`config.mk`:
```
export PLATFORM = sky130hd
export DESIGN_NAME = fitness_report_tx
export DESIGN_NICKNAME = d
export VERILOG_FILES = /design/src/rtl/fitness_report_tx_pkg.sv /design/src/rtl/report_uart_byte_tx.sv /design/src/rtl/fitness_report_tx.sv
export SDC_FILE = /design/constraint.sdc
export NUM_CORES = 1
export LEC_CHECK = 0
export ABC_AREA = 1
export ABC_CLOCK_PERIOD_IN_PS = 6350
export BUFFER_PORTS_ARGS = -buffer_cell sky130_fd_sc_hd__buf_2
export CAP_MARGIN = 10
export CORE_MARGIN = 5
export CORE_UTILIZATION = 58
export DETAILED_ROUTE_END_ITERATION = 8
export PLACE_DENSITY = 0.81
export SLEW_MARGIN = 20
export SYNTH_ARGS = -nofsm -noshare
export SYNTH_HDL_FRONTEND = slang
export SYNTH_SLANG_ARGS = --single-unit
```
`constraint.sdc`:
```
create_clock -name clk -period 6.35 [get_ports clk]
set_input_delay 0.635 -clock clk [delete_from_list [all_inputs] [get_ports clk]]
set_output_delay 0.635 -clock clk [all_outputs]
set_load 0.01 [all_outputs]
```
`src/rtl/fitness_report_tx_pkg.sv`:
```
// Shared types and constants for the fitness report serial transmitter.
package fitness_report_tx_pkg;

  // Byte serializer states.
  typedef enum logic [1:0] {
    StIdle,
    StStartBit,
    StDataBits,
    StStopBit
  } tx_state_e;

  localparam int unsigned FRAME_BYTES      = 16;
  localparam logic [7:0]  HDR_BYTE_DEFAULT = 8'hA5;

  // Position of each field within the frame.
  localparam logic [3:0] IDX_HDR        = 4'd0;
  localparam logic [3:0] IDX_SEC_RUN    = 4'd1;
  localparam logic [3:0] IDX_SEC_WALK   = 4'd2;
  localparam logic [3:0] IDX_SEC_CYCLE  = 4'd3;
  localparam logic [3:0] IDX_CAL_RUN_H  = 4'd4;
  localparam logic [3:0] IDX_CAL_RUN_M  = 4'd5;
  localparam logic [3:0] IDX_CAL_RUN_L  = 4'd6;
  localparam logic [3:0] IDX_CAL_WALK_H = 4'd7;
  localparam logic [3:0] IDX_CAL_WALK_M = 4'd8;
  localparam logic [3:0] IDX_CAL_WALK_L = 4'd9;
  localparam logic [3:0] IDX_CAL_CYC_H  = 4'd10;
  localparam logic [3:0] IDX_CAL_CYC_M  = 4'd11;
  localparam logic [3:0] IDX_CAL_CYC_L  = 4'd12;
  localparam logic [3:0] IDX_SPEED      = 4'd13;
  localparam logic [3:0] IDX_THR        = 4'd14;
  localparam logic [3:0] IDX_CHK        = 4'd15;
  localparam logic [3:0] IDX_LAST       = 4'(FRAME_BYTES - 1);

endpackage

```
`src/rtl/report_uart_byte_tx.sv`:
```
// Single-byte 8N1 serializer. A byte loaded while ready_o is high starts its
// start bit on that same edge, so loads at the end of a stop bit chain bytes
// with no idle gap.
module report_uart_byte_tx
  import fitness_report_tx_pkg::*;
#(
  parameter int unsigned ClksPerBit = 16
) (
  input  logic       clk_i,
  input  logic       rst_i,
  input  logic       load_i,
  input  logic [7:0] data_i,
  output logic       ready_o,
  output logic       byte_done_o,
  output logic       tx_o
);

  localparam logic [15:0] CntLast = 16'(ClksPerBit - 1);

  tx_state_e   state_q, state_d;
  logic [15:0] cnt_q, cnt_d;
  logic [2:0]  bit_q, bit_d;
  logic [7:0]  data_q, data_d;
  logic        tx_q, tx_d;
  logic        bit_end;

  assign bit_end = (cnt_q == CntLast);
  assign tx_o    = tx_q;

  // State register; tx idles high and is forced high by reset.
  always_ff @(posedge clk_i or posedge rst_i) begin
    if (rst_i) begin
      state_q <= StIdle;
      cnt_q   <= '0;
      bit_q   <= '0;
      data_q  <= '0;
      tx_q    <= 1'b1;
    end else begin
      state_q <= state_d;
      cnt_q   <= cnt_d;
      bit_q   <= bit_d;
      data_q  <= data_d;
      tx_q    <= tx_d;
    end
  end

  // Next-state: baud counter, bit index and bit-phase sequencing.
  always_comb begin
    state_d = state_q;
    cnt_d   = cnt_q;
    bit_d   = bit_q;
    data_d  = data_q;
    unique case (state_q)
      StIdle: begin
        if (load_i) begin
          state_d = StStartBit;
          cnt_d   = '0;
          data_d  = data_i;
        end
      end
      StStartBit: begin
        if (bit_end) begin
          state_d = StDataBits;
          cnt_d   = '0;
          bit_d   = '0;
        end else begin
          cnt_d = cnt_q + 16'd1;
        end
      end
      StDataBits: begin
        if (bit_end) begin
          cnt_d = '0;
          if (bit_q == 3'd7) begin
            state_d = StStopBit;
            bit_d   = '0;
          end else begin
            bit_d = bit_q + 3'd1;
          end
        end else begin
          cnt_d = cnt_q + 16'd1;
        end
      end
      StStopBit: begin
        if (bit_end) begin
          cnt_d = '0;
          if (load_i) begin
            state_d = StStartBit;
            data_d  = data_i;
          end else begin
            state_d = StIdle;
          end
        end else begin
          cnt_d = cnt_q + 16'd1;
        end
      end
      default: state_d = StIdle;
    endcase
  end

  // Outputs: handshake flags and the next registered line level.
  always_comb begin
    ready_o     = (state_q == StIdle) || ((state_q == StStopBit) && bit_end);
    byte_done_o = (state_q == StStopBit) && bit_end;
    unique case (state_d)
      StIdle:     tx_d = 1'b1;
      StStartBit: tx_d = 1'b0;
      StDataBits: tx_d = data_d[bit_d];
      StStopBit:  tx_d = 1'b1;
      default:    tx_d = 1'b1;
    endcase
  end

endmodule

```
`src/rtl/fitness_report_tx.sv`:
```
// Fitness report frame transmitter: snapshots the measurements on start,
// then streams header, 14 payload bytes and a running checksum back-to-back.
module fitness_report_tx
  import fitness_report_tx_pkg::*;
#(
  parameter int unsigned CLKS_PER_BIT = 16,
  parameter logic [7:0]  HDR_BYTE     = HDR_BYTE_DEFAULT
) (
  input  logic        clk,
  input  logic        rst,
  input  logic        start,
  input  logic [7:0]  seconds_run,
  input  logic [7:0]  seconds_walk,
  input  logic [7:0]  seconds_cycle,
  input  logic [23:0] calories_run,
  input  logic [23:0] calories_walk,
  input  logic [23:0] calories_cycle,
  input  logic [7:0]  speed,
  input  logic [7:0]  thr,
  output logic        tx,
  output logic        busy,
  output logic        done
);

  logic        busy_q, busy_d;
  logic        done_q, done_d;
  logic [3:0]  byte_idx_q, byte_idx_d;
  logic [7:0]  chk_q, chk_d;
  logic [7:0]  sec_run_q, sec_walk_q, sec_cyc_q, speed_q, thr_q;
  logic [23:0] cal_run_q, cal_walk_q, cal_cyc_q;

  logic        accept;
  logic        ser_load, ser_ready, ser_done;
  logic [7:0]  ser_data;
  logic [3:0]  next_idx;
  logic [7:0]  next_byte;

  assign accept   = start && !busy_q && ser_ready;
  assign next_idx = byte_idx_q + 4'd1;
  assign busy     = busy_q;
  assign done     = done_q;

  // Control and checksum registers.
  always_ff @(posedge clk or posedge rst) begin
    if (rst) begin
      busy_q     <= 1'b0;
      done_q     <= 1'b0;
      byte_idx_q <= '0;
      chk_q      <= '0;
    end else begin
      busy_q     <= busy_d;
      done_q     <= done_d;
      byte_idx_q <= byte_idx_d;
      chk_q      <= chk_d;
    end
  end

  // Measurement snapshot, captured only on the accepting edge.
  always_ff @(posedge clk or posedge rst) begin
    if (rst) begin
      sec_run_q  <= '0;
      sec_walk_q <= '0;
      sec_cyc_q  <= '0;
      cal_run_q  <= '0;
      cal_walk_q <= '0;
      cal_cyc_q  <= '0;
      speed_q    <= '0;
      thr_q      <= '0;
    end else if (accept) begin
      sec_run_q  <= seconds_run;
      sec_walk_q <= seconds_walk;
      sec_cyc_q  <= seconds_cycle;
      cal_run_q  <= calories_run;
      cal_walk_q <= calories_walk;
      cal_cyc_q  <= calories_cycle;
      speed_q    <= speed;
      thr_q      <= thr;
    end
  end

  // Frame byte selected for the next position.
  always_comb begin
    case (next_idx)
      IDX_HDR:        next_byte = HDR_BYTE;
      IDX_SEC_RUN:    next_byte = sec_run_q;
      IDX_SEC_WALK:   next_byte = sec_walk_q;
      IDX_SEC_CYCLE:  next_byte = sec_cyc_q;
      IDX_CAL_RUN_H:  next_byte = cal_run_q[23:16];
      IDX_CAL_RUN_M:  next_byte = cal_run_q[15:8];
      IDX_CAL_RUN_L:  next_byte = cal_run_q[7:0];
      IDX_CAL_WALK_H: next_byte = cal_walk_q[23:16];
      IDX_CAL_WALK_M: next_byte = cal_walk_q[15:8];
      IDX_CAL_WALK_L: next_byte = cal_walk_q[7:0];
      IDX_CAL_CYC_H:  next_byte = cal_cyc_q[23:16];
      IDX_CAL_CYC_M:  next_byte = cal_cyc_q[15:8];
      IDX_CAL_CYC_L:  next_byte = cal_cyc_q[7:0];
      IDX_SPEED:      next_byte = speed_q;
      IDX_THR:        next_byte = thr_q;
      IDX_CHK:        next_byte = chk_q;
      default:        next_byte = HDR_BYTE;
    endcase
  end

  // Byte sequencing: header on accept, next byte at each serializer byte end.
  always_comb begin
    busy_d     = busy_q;
    done_d     = 1'b0;
    byte_idx_d = byte_idx_q;
    chk_d      = chk_q;
    ser_load   = 1'b0;
    ser_data   = HDR_BYTE;
    if (accept) begin
      busy_d     = 1'b1;
      byte_idx_d = IDX_HDR;
      chk_d      = '0;
      ser_load   = 1'b1;
      ser_data   = HDR_BYTE;
    end else if (busy_q && ser_done) begin
      if (byte_idx_q == IDX_LAST) begin
        busy_d     = 1'b0;
        done_d     = 1'b1;
        byte_idx_d = '0;
      end else begin
        byte_idx_d = next_idx;
        ser_load   = 1'b1;
        ser_data   = next_byte;
        // Checksum covers payload only; the checksum byte itself is excluded.
        if (next_idx != IDX_CHK) begin
          chk_d = chk_q + next_byte;
        end
      end
    end
  end

  report_uart_byte_tx #(
    .ClksPerBit(CLKS_PER_BIT)
  ) u_byte_tx (
    .clk_i      (clk),
    .rst_i      (rst),
    .load_i     (ser_load),
    .data_i     (ser_data),
    .ready_o    (ser_ready),
    .byte_done_o(ser_done),
    .tx_o       (tx)
  );

endmodule
```
==> impl_metrics.toml, run 1 <==
[global_route]
grt_antenna_before_repair = 0
gr-usage-all-layers_pct = 26.9
grt_max_degree = 115
grt_pass1_wl_mm = 36.1
grt_pass1_vias = 7474
grt-ovfl-total = 0

[finish]
stdcell_count = 1429
antennaDiodeCount = 0
fin_nets = 1370
multi_input_area_sq_um = 3980
final_core_utilization_pct = 67.3
seqCellArea_sq_um = 3910
area_growth_pct = 14.7
final_area_sq_um = 9670
fill_cells = 1175
drive_gt1_share_pct = 14.8

[sta]
fin_crit_ns = 3.97
finalMaxSlewViolations = 0
maxSlewHeadroom_pct = 33.3
fin_crit_sh_pct = 62.5
fmax_mhz = 252
skew_ns = 0.0135
setup_slack_ns = 2.38
rsz0062_at_grt = "false"
setup_viol = 0
fin_setup_tns_ns = 0
final_hold_viol_count = 0
worst_pin_slew_ns = 1.00
hold-worst-slack_ns = 0.333

[synthesis]
synth.area.top_cells = "dfrtp_1, nand2_1, nand3_1"
synthArstFlopShare_pct = 100
synth-edff-count = 0
synth_seq_cells = 156
syn-num-nets = 1282
synth_area_sq_um = 8430
synth_largest_area_cell = "dfrtp_1"
yosysWarnings = 0
synth_top_area_share_pct = 46.0
synth_cell_type_count = 44
syn_inst = 1144
synth_flop_cell = "dfrtp_1"
yosys-top-cells-count = "nand2_1, dfrtp_1, nand3_1"
synth.most_common_cell = "nand2_1"
ys_seq_area_share_pct = 46.3
synth_area_per_cell_sq_um = 7.37

[power_and_ir_drop]
p_leak_nw = 5.59
power.total_mw = 2.10
vdd_drop_max_uv = 184
p_per_area_nw_per_um2 = 217

[die]
fp.coreArea_sq_um = 14400
die_x_microns = 131
io_pins = 118
num_rows = 44
die_area_sq_um = 17000
fp.dieH_microns = 131
start_util_pct = 58.7

[routing]
first_pass_iters = 6
first_iter_violations = 729
routed_wl_mm = 21.6
vias_per_cell = 5.45
vias = 7786
routedWlPerCell_microns = 15.1
drc_errors = 0
detail-route-antenna-nets = 0

[setup_path]
crit_path_end_kind = "flip-flop"
cp_max_fo = 25
critical_path.max_stage_delay_ns = 0.69
worstSetupStartpointType = "flip-flop"
arrival_ns = 4.29
worst-setup-path-type = "flip-flop to flip-flop"
required_ns = 6.67
crit_path_frequent_cell = "nand2_1"
path_cells = "ha_1 -> xor2_4 -> nor2_4 -> nand3_1 -> nand2_1 -> nor2_1 -> nand2_1 -> nor2_1 -> nand2_1 -> ha_1 -> a21oi_1 -> nand2_1 -> a21o_1 -> a21oi_1 -> nor2_1 -> o21ai_0 -> nand2_1 -> xor2_1 -> nand3_1 -> nand2_1"
slowest_stage = "xor2_4"
crit_buf_inv = 0
cp_top_family = "simple AND/OR/NAND/NOR gates"

[clocking]
cts_setup_buffers = 0
clk_pin_slew_worst_paths_ns = 0.06
cts_resized = 0
holdBufCountCts = 0
clock_sinks = 156
cts_htree_levels = 4
cts_tree = "built"
cts_buffer_depth = 2
cts_made_buffers = 17
clock_latency_ns = 0.43
cts-root-buf = "clkbuf_16"

[hold_path]
hold_path.class = "input port to asynchronous set/reset pin"

[job]
cap_violations = 0

[placed_design]
gp_congestion = 0.927
placed_area_sq_um = 9050
dp_hpwl_mm = 15.0
place_worst_setup_slack_ns = 2.47
portBuffers = 117
dp.cells = 1397

[outcome]
status = "finished, final reports clean"
==> power breakdown <==
group | internal, mW | switching, mW | leakage (nW)
Sequential | 0.994 | 0 | 2.00
Clock | 0.627 | 0.423 | 0.291
Combinational | 0.0247 | 0.0287 | 3.30
==> state kept, by name (all words and copies together), names as in the netlist <==
signal	count
chk_q	8
cal_run_q	24
byte_idx_q	4
sec_run_q	8
u_byte_tx.bit_q	3
speed_q	8
cal_cyc_q	24
u_byte_tx.data_q	8
sec_cyc_q	8
done	1
cal_walk_q	24
sec_walk_q	8
u_byte_tx.state_q	2
u_byte_tx.cnt_q	16
busy	1
u_byte_tx.tx_o	1
thr_q	8
==> path summary, 6_finish.rpt <==
| path | cells after the start | end | slack (ns) | start |
|---|---|---|---|---|
| min in group clk | 3 | cal_cyc_q[12]$_DFFE_PP0P_ | 0.39 | calories_cycle[12] |
| worst min register to register | 2 | cal_cyc_q[0]$_DFFE_PP0P_ | 0.48 | cal_cyc_q[0]$_DFFE_PP0P_ |
| worst min-delay path | 2 | cal_run_q[4]$_DFFE_PP0P_ | 0.33 | rst |
| worst max-delay path | 20 | chk_q[7]$_DFFE_PP0P_ | 2.38 | byte_idx_q[0]$_DFFE_PP0P_ |
| max in group asynchronous | 3 | cal_walk_q[2]$_DFFE_PP0P_ | 4.64 | rst |
| worst max register to register | 20 | chk_q[7]$_DFFE_PP0P_ | 2.38 | byte_idx_q[0]$_DFFE_PP0P_ |
==> cell type report <==
class                   count  share of cell area [%]
well taps                 184                    2.38
multi-input cells         852                    41.1
repair buffers            123                    6.52
clock buffers              22                    5.01
clock inverters            10                    1.33
inverters                  82                    3.25
flip-flops and latches    156                    40.4
==> cell usage in the layout (no fill, tap or decap), types with 2 or more instances in the layout <==
cell type and count:
a21oi_1 19, a221oi_1 3, a22oi_1 2, buf_2 117
buf_4 6, bufinv_16 2, clkbuf_16 17, clkbuf_8 4
clkinv_4 2, clkinvlp_4 3, dfrtp_1 155, ha_1 22
inv_1 76, inv_2 3, inv_6 3, nand2_1 492
nand2_2 5, nand2_4 2, nand3_1 110, nand3_2 5
nand3b_1 2, nand4_1 45, nor2_1 77, nor2_2 2
nor2_4 5, o21ai_0 34, o21ai_1 4, o22ai_1 3
xor2_1 4
==> per-layer routing <==
| layer | global-route usage [%] | wire length (microns) | vias up |
|---|---|---|---|
| met5 | 0 | 0 | - |
| met4 | 9.62 | 600 | 0 |
| met3 | 7.48 | 1450 | 60 |
| met2 | 42.7 | 10200 | 295 |
| met1 | 35.6 | 9350 | 3596 |
| li1 | - | - | 3835 |
==> kinds of logic after synthesis <==
| kind of cell | after synthesis | share of synthesized area, % |
|---|---|---|
| AOI/OAI and AO/OA | 73 | 4.90 |
| xor gates and xnor gates | 7 | 1.04 |
| adders and majority gates | 23 | 3.50 |
| buffers and inverters | 136 | 6.50 |
| DFF | 156 | 46.3 |
| and+or+nand+nor | 749 | 37.7 |
==> worst reg2reg max path: stages (launching register included) <==
cell,delay [ns]
dfrtp_1,0.50
ha_1,0.38
xor2_4,0.69
nor2_4,0.21
nand3_1,0.12
nand2_1,0.07
nor2_1,0.11
nand2_1,0.06
nor2_1,0.12
nand2_1,0.08
ha_1,0.35
a21oi_1,0.18
nand2_1,0.10
a21o_1,0.16
a21oi_1,0.15
nor2_1,0.07
o21ai_0,0.14
nand2_1,0.08
xor2_1,0.16
nand3_1,0.07
nand2_1,0.06
(Power assumes the default switching activity.)
==> inputs of run 2 (changes only) <==
--- a/config.mk
+++ b/config.mk
@@ -6,13 +6,13 @@
 export NUM_CORES = 1
 export LEC_CHECK = 0
 export ABC_AREA = 1
-export ABC_CLOCK_PERIOD_IN_PS = 6350
+export ABC_CLOCK_PERIOD_IN_PS = 3300
 export BUFFER_PORTS_ARGS = -buffer_cell sky130_fd_sc_hd__buf_2
 export CAP_MARGIN = 10
 export CORE_MARGIN = 5
-export CORE_UTILIZATION = 58
+export CORE_UTILIZATION = 52
 export DETAILED_ROUTE_END_ITERATION = 8
-export PLACE_DENSITY = 0.81
+export PLACE_DENSITY = 0.76
 export SLEW_MARGIN = 20
 export SYNTH_ARGS = -nofsm -noshare
 export SYNTH_HDL_FRONTEND = slang
==> constraint.sdc (replaced) <==
create_clock -name clk -period 3.3 [get_ports clk]
set_input_delay 0.33 -clock clk [delete_from_list [all_inputs] [get_ports clk]]
set_output_delay 0.33 -clock clk [all_outputs]
set_load 0.01 [all_outputs]
==> impl_metrics.toml, run 2 (synthesis results as in run 1) <==
[outcome]
status = "finished, final reports clean"

[routing]
detail-route-antenna-nets = 0
drc_errors = 0
routedWlPerCell_microns = 15.4
first_pass_iters = 5
first_iter_violations = 815
vias = 8008
vias_per_cell = 5.32
routed_wl_mm = 23.1

[power_and_ir_drop]
switchingPower_mw = 0.843
p_int_mw = 3.22
pwr-share-seq_pct = 47.1
p_leak_nw = 5.84
p_sw_share_pct = 20.8
p_comb_share_pct = 2.6
p_clk_share_pct = 50.3
vdd_drop_max_uv = 348
p_per_area_nw_per_um2 = 394

[die]
fp.dieH_microns = 137
fp.coreArea_sq_um = 15900
start_util_pct = 53.1
num_rows = 46
die_area_sq_um = 18900
io_pins = 118
die_x_microns = 137

[finish]
reg.largest.list = "cal_cyc_q (24), cal_run_q (24), cal_walk_q (24)"
antennaDiodeCount = 0
final_common_cell = "nand2_1"
fin_nets = 1413
area_growth_pct = 22.2
final_cell_mix = "nand2_1, dfrtp_1, buf_2, nand3_1, inv_1"
final_core_utilization_pct = 64.8
drive_gt1_share_pct = 19.7

[setup_path]
cp_max_fo = 8
slowest_stage = "dfrtp_1"
crit_end = "chk_q[6]$_DFFE_PP0P_"
r2r_end = "chk_q[6]$_DFFE_PP0P_"
worstSetupStartpointType = "flip-flop"
crit_path_end_kind = "flip-flop"
arrival_ns = 3.45
cp_num_cells = 21
reg2reg_from = "byte_idx_q[1]$_DFFE_PP0P_"
critical_path.max_stage_delay_ns = 0.42
worst-setup-path-type = "flip-flop to flip-flop"
r2r.worst_path.cells = 21
required_ns = 3.61
crit_path_frequent_cell = "nand2_1"
path_cells = "ha_4 -> xnor2_4 -> buf_6 -> nor2_4 -> nand3_2 -> nand2_1 -> nor2_1 -> nand2_1 -> nor2_1 -> nand2_1 -> ha_1 -> inv_1 -> fa_2 -> nand3b_1 -> and2_4 -> inv_1 -> a21oi_1 -> o21bai_1 -> a21oi_1 -> o21ai_1 -> nand2_1"
cp_top_family = "simple AND/OR/NAND/NOR gates"
crit_buf_inv = 3
reg2reg_slack_ns = 0.16
crit_start = "byte_idx_q[1]$_DFFE_PP0P_"

[clocking]
clk_pin_slew_worst_paths_ns = 0.06
cts_made_buffers = 17
holdBufCountCts = 0
clock_sinks = 156
cts-root-buf = "clkbuf_16"
clock_latency_ns = 0.43
cts_buffer_depth = 2
cts_htree_levels = 4
cts_tree = "built"

[sta]
skew_ns = 0.0134
worst_pin_slew_ns = 0.734
setup_slack_ns = 0.160
finalMaxSlewViolations = 0
fin_crit_ns = 3.14
final_hold_viol_count = 0
maxSlewHeadroom_pct = 50.9
fmax_mhz = 318
rsz0062_at_grt = "true"
setup_viol = 0
fin_crit_sh_pct = 95.1

[global_route]
gr-usage-all-layers_pct = 25.2
grt_pass1_wl_mm = 37.4
grt_antenna_before_repair = 0
grt_max_degree = 113
use_met1_pct = 35.9
use_met2_pct = 38.7
grt_pass1_vias = 7469
top_usage_layer = "met2"
use_met3_pct = 4.86
grt-ovfl-total = 0

[job]
cap_violations = 0

[placed_design]
dp_hpwl_mm = 16.3
portBuffers = 117
place_worst_setup_slack_ns = -0.0293
gp_congestion = 0.956

[hold_path]
hold_path.class = "input port to asynchronous set/reset pin"
==> run 2: cell types whose count changed in the layout (fill, tap and decap cells not counted), moves of 5 or more <==
cell | before | now
ha_1 | 22 | 17
nand3_2 | 5 | 11
buf_6 | 0 | 8
nor2_2 | 2 | 10
nand3_1 | 110 | 104
ha_4 | 0 | 5
buf_4 | 6 | 35
nor2_1 | 77 | 68
==> run 2: per-layer routing <==
layer  routed length, microns  share of wire, %
met5                        0                 0
met4                      538               2.3
met3                     1630               7.1
met2                    10700                46
met1                    10200                44
==> run 2: worst min-delay path by stage <==
stage / slack [ns] / endpoint / cells past startpoint / from
after floorplan: 0.44 / cal_cyc_q[0]$_DFFE_PP0P_ / 2 / calories_cycle[0]
after global placement: 0.46 / speed_q[7]$_DFFE_PP0P_ / 2 / speed_q[7]$_DFFE_PP0P_
after detailed placement: 0.47 / sec_cyc_q[1]$_DFFE_PP0P_ / 2 / sec_cyc_q[1]$_DFFE_PP0P_
after CTS: 0.03 / cal_run_q[4]$_DFFE_PP0P_ / 2 / rst
after global routing: 0.08 / cal_run_q[4]$_DFFE_PP0P_ / 2 / rst
final: 0.02 / cal_run_q[4]$_DFFE_PP0P_ / 2 / rst
==> run 2: power by group through the flow <==
stage / Sequential, mW / Combinational [mW] / Clock (mW)
2_1_floorplan: 1.95 / 0.0288 / 0
3_3_place_gp: 1.95 / 0.107 / 0
3_5_place_dp: 1.95 / 0.109 / 0
4_1_cts: 1.91 / 0.110 / 2.06
5_1_grt: 1.91 / 0.123 / 2.14
6_report: 1.91 / 0.106 / 2.04
==> run 2: timing repair <==
| item | in CTS | in global routing |
|---|---|---|
| gates resized for setup | 1 | 49 |
| pin swaps | 1 | 11 |
| setup endpoints to repair | 2 | 2 |
| setup buffers | 3 | 8 |
| hold endpoints to repair | 0 | 0 |
| cloned | 0 | 1 |
==> run 2: area by class of cell <==
| cell class | instances | area [sq um] |
|---|---|---|
| clock inverters | 9 | 136 |
| well taps | 216 | 270 |
| inverters | 82 | 317 |
| flip-flops and latches | 156 | 3910 |
| repair buffers | 165 | 1050 |
| multi-input cells | 853 | 4150 |
| fillers | 1329 | 5580 |
| clock buffers | 23 | 478 |
==> run 2: metrics by stage <==
stage	TNS [ns]	total power [mW]	std cells	hold WS (ns)	area, sq um
2_1_floorplan	0	1.98	1144	0.440	8430
3_3_place_gp	0	2.05	1459	0.464	9360
3_5_place_dp	-0.0341	2.06	1459	0.466	9360
4_1_cts	0	4.09	1494	0.0312	10000
5_1_grt	-0.109	4.18	1504	0.0839	10300
6_report	0	4.06	1504	0.0206	10300
==> inputs of run 3 (changes only) <==
--- a/config.mk
+++ b/config.mk
@@ -12,7 +12,8 @@
 export CORE_MARGIN = 5
 export CORE_UTILIZATION = 52
 export DETAILED_ROUTE_END_ITERATION = 8
-export PLACE_DENSITY = 0.76
+export HOLD_SLACK_MARGIN = 0.12
+export PLACE_DENSITY_LB_ADDON = 0.2
 export SLEW_MARGIN = 20
 export SYNTH_ARGS = -nofsm -noshare
 export SYNTH_HDL_FRONTEND = slang
==> impl_metrics.toml, run 3 (synthesis results as in run 1) <==
[sta]
fmax_mhz = 304
setup_slack_ns = 0.0133
rsz0062_at_grt = "true"
skew_ns = 0.00904
fin_setup_tns_ns = 0
fin_crit_ns = 3.29
maxSlewHeadroom_pct = 44.2
final_hold_viol_count = 0
finalMaxSlewViolations = 0
setup_viol = 0
fin_crit_sh_pct = 99.6
worst_pin_slew_ns = 0.835

[setup_path]
reg2reg_from = "byte_idx_q[1]$_DFFE_PP0P_"
crit_end = "chk_q[6]$_DFFE_PP0P_"
r2r.worst_path.cells = 22
arrival_ns = 3.60
cp_max_fo = 6
crit_start = "byte_idx_q[1]$_DFFE_PP0P_"
crit_path_end_kind = "flip-flop"
crit_buf_inv = 4
worstSetupStartpointType = "flip-flop"
required_ns = 3.62
cp_top_family = "simple AND/OR/NAND/NOR gates"
path_cells = "ha_4 -> buf_6 -> xor2_4 -> buf_6 -> nor2_4 -> nand2_2 -> nor2_2 -> nor2_1 -> nand2_1 -> nor2_2 -> nand2_1 -> ha_2 -> inv_2 -> fa_2 -> nand3b_1 -> and2_4 -> inv_2 -> a21oi_2 -> o21bai_1 -> a21oi_1 -> o21ai_1 -> nand2_1"
r2r_end = "chk_q[6]$_DFFE_PP0P_"
crit_path_frequent_cell = "nand2_1"
reg2reg_slack_ns = 0.01
slowest_stage = "dfrtp_1"
cp_num_cells = 22
critical_path.max_stage_delay_ns = 0.41
worst-setup-path-type = "flip-flop to flip-flop"

[clocking]
clock_sinks = 156
cts_made_buffers = 17
clock_latency_ns = 0.43
cts_tree = "built"
cts-root-buf = "clkbuf_16"
cts_htree_levels = 4
clk_pin_slew_worst_paths_ns = 0.07
cts_buffer_depth = 2

[die]
fp.dieH_microns = 137
die_area_sq_um = 18900
die_x_microns = 137
fp.coreArea_sq_um = 15900
num_rows = 46
io_pins = 118
start_util_pct = 53.1

[finish]
area_growth_pct = 35.0
stdcell_count = 1624
seqCellArea_sq_um = 3910
final_cell_mix = "nand2_1, dfrtp_1, buf_2, nand3_1, dlygate4sd3_1"
fin_nets = 1532
fill_cells = 1245
reg.largest.list = "cal_cyc_q (24), cal_run_q (24), cal_walk_q (24)"
final_common_cell = "nand2_1"
drive_gt1_share_pct = 18.8
multi_input_area_sq_um = 4080

[global_route]
grt_max_degree = 80
gr-usage-all-layers_pct = 27.4
grt_pass1_wl_mm = 40.5
grt_pass1_vias = 8361
grt_antenna_before_repair = 0
grt-ovfl-total = 0

[placed_design]
dp_hpwl_mm = 16.4
place_worst_setup_slack_ns = -0.113
dp.cells = 1468
portBuffers = 117
gp_congestion = 0.989

[power_and_ir_drop]
p_sw_share_pct = 22.9
p_per_area_nw_per_um2 = 367
p_comb_share_pct = 5.1
p_clk_share_pct = 49.0
p_int_mw = 3.22
power.total_mw = 4.17
switchingPower_mw = 0.955
vdd_drop_max_uv = 368
pwr-share-seq_pct = 45.8
p_leak_nw = 6.33

[routing]
drc_errors = 0
routedWlPerCell_microns = 15.2
detail-route-antenna-nets = 0
first_pass_iters = 6
vias_per_cell = 5.23
routed_wl_mm = 24.7
vias = 8491
first_iter_violations = 814

[hold_path]
hold_path.class = "input port to flip-flop"

[job]
cap_violations = 0

[outcome]
status = "finished, final reports clean"
## run 3: cell count changes in the layout (fill, tap and decap cells not counted), sizes merged
| cell | delta |
|---|---|
| diode | +1 |
| bufinv | -1 |
| clkbuf | -5 |
| clkinvlp | -2 |
| dlygate4sd3 | +107 |
| inv | +8 |
| nor2 | +1 |
| buf | +11 |
## run 3: area by class of cell
cell class / instances / share of cell area (%)
Timing Repair Buffer: 283 / 19.2
Inverter: 82 / 2.75
Sequential cell: 156 / 34.3
Multi-Input combinational cell: 854 / 35.9
Tap cell: 216 / 2.37
Clock inverter: 14 / 1.57
Antenna cell: 1 / 0.0220
Clock buffer: 18 / 3.86
## run 3: metal layers
| metal | wire [microns] | track usage, % | vias to the layer above |
|---|---|---|---|
| met4 | 672 | 10.0 | 0 |
| met1 | 10400 | 35.7 | 3928 |
| met3 | 1500 | 4.75 | 58 |
| li1 | - | - | 4160 |
| met5 | 0 | 0 | - |
| met2 | 12100 | 46.1 | 345 |
## run 3: what timing repair did
item	CTS	global route
gates resized for setup	7	26
hold buffers	107	0
endpoints found under the hold margin	140	0
pin swaps	1	20
buffers inserted	0	14
cloned	0	2
endpoints found under the setup margin	2	2
## run 3: tightest hold or removal path, delay by kind of cell
| family | cells | cell delay [ns] |
|---|---|---|
| buffers and inverters | 1 | 0.08 |
| and+or+nand+nor | 1 | 0.05 |
| AOI/OAI and AO/OA | 1 | 0.06 |
## run 3: metrics by stage
stage / utilization [%] / cell area (sq um) / hold WS, ns
global route: 71.6 / 11400 / 0.136
finish: 71.6 / 11400 / 0.133
floorplan: - / 8430 / 0.440
CTS: 70.3 / 11200 / 0.120
global placement: 59.5 / 9450 / 0.466
detailed placement: 59.5 / 9450 / 0.467
## run 3: power groups by stage
stage	Clock, mW	Combinational [mW]	Sequential (mW)
after floorplan	0	0.0288	1.95
after global placement	0	0.110	1.95
after detailed placement	0	0.112	1.95
after CTS	2.07	0.208	1.91
after global routing	2.14	0.236	1.91
final	2.05	0.214	1.91
## run 3: worst min path at each step
stage	end	slack [ns]	startpoint	depth (start not counted)
final	cal_run_q[4]$_DFFE_PP0P_	0.13	calories_run[4]	3
after global routing	cal_run_q[4]$_DFFE_PP0P_	0.14	calories_run[4]	3
after CTS	sec_run_q[0]$_DFFE_PP0P_	0.12	seconds_run[0]	3
after detailed placement	cal_walk_q[10]$_DFFE_PP0P_	0.47	cal_walk_q[10]$_DFFE_PP0P_	2
after global placement	cal_walk_q[13]$_DFFE_PP0P_	0.47	cal_walk_q[13]$_DFFE_PP0P_	2
after floorplan	cal_cyc_q[0]$_DFFE_PP0P_	0.44	calories_cycle[0]	2
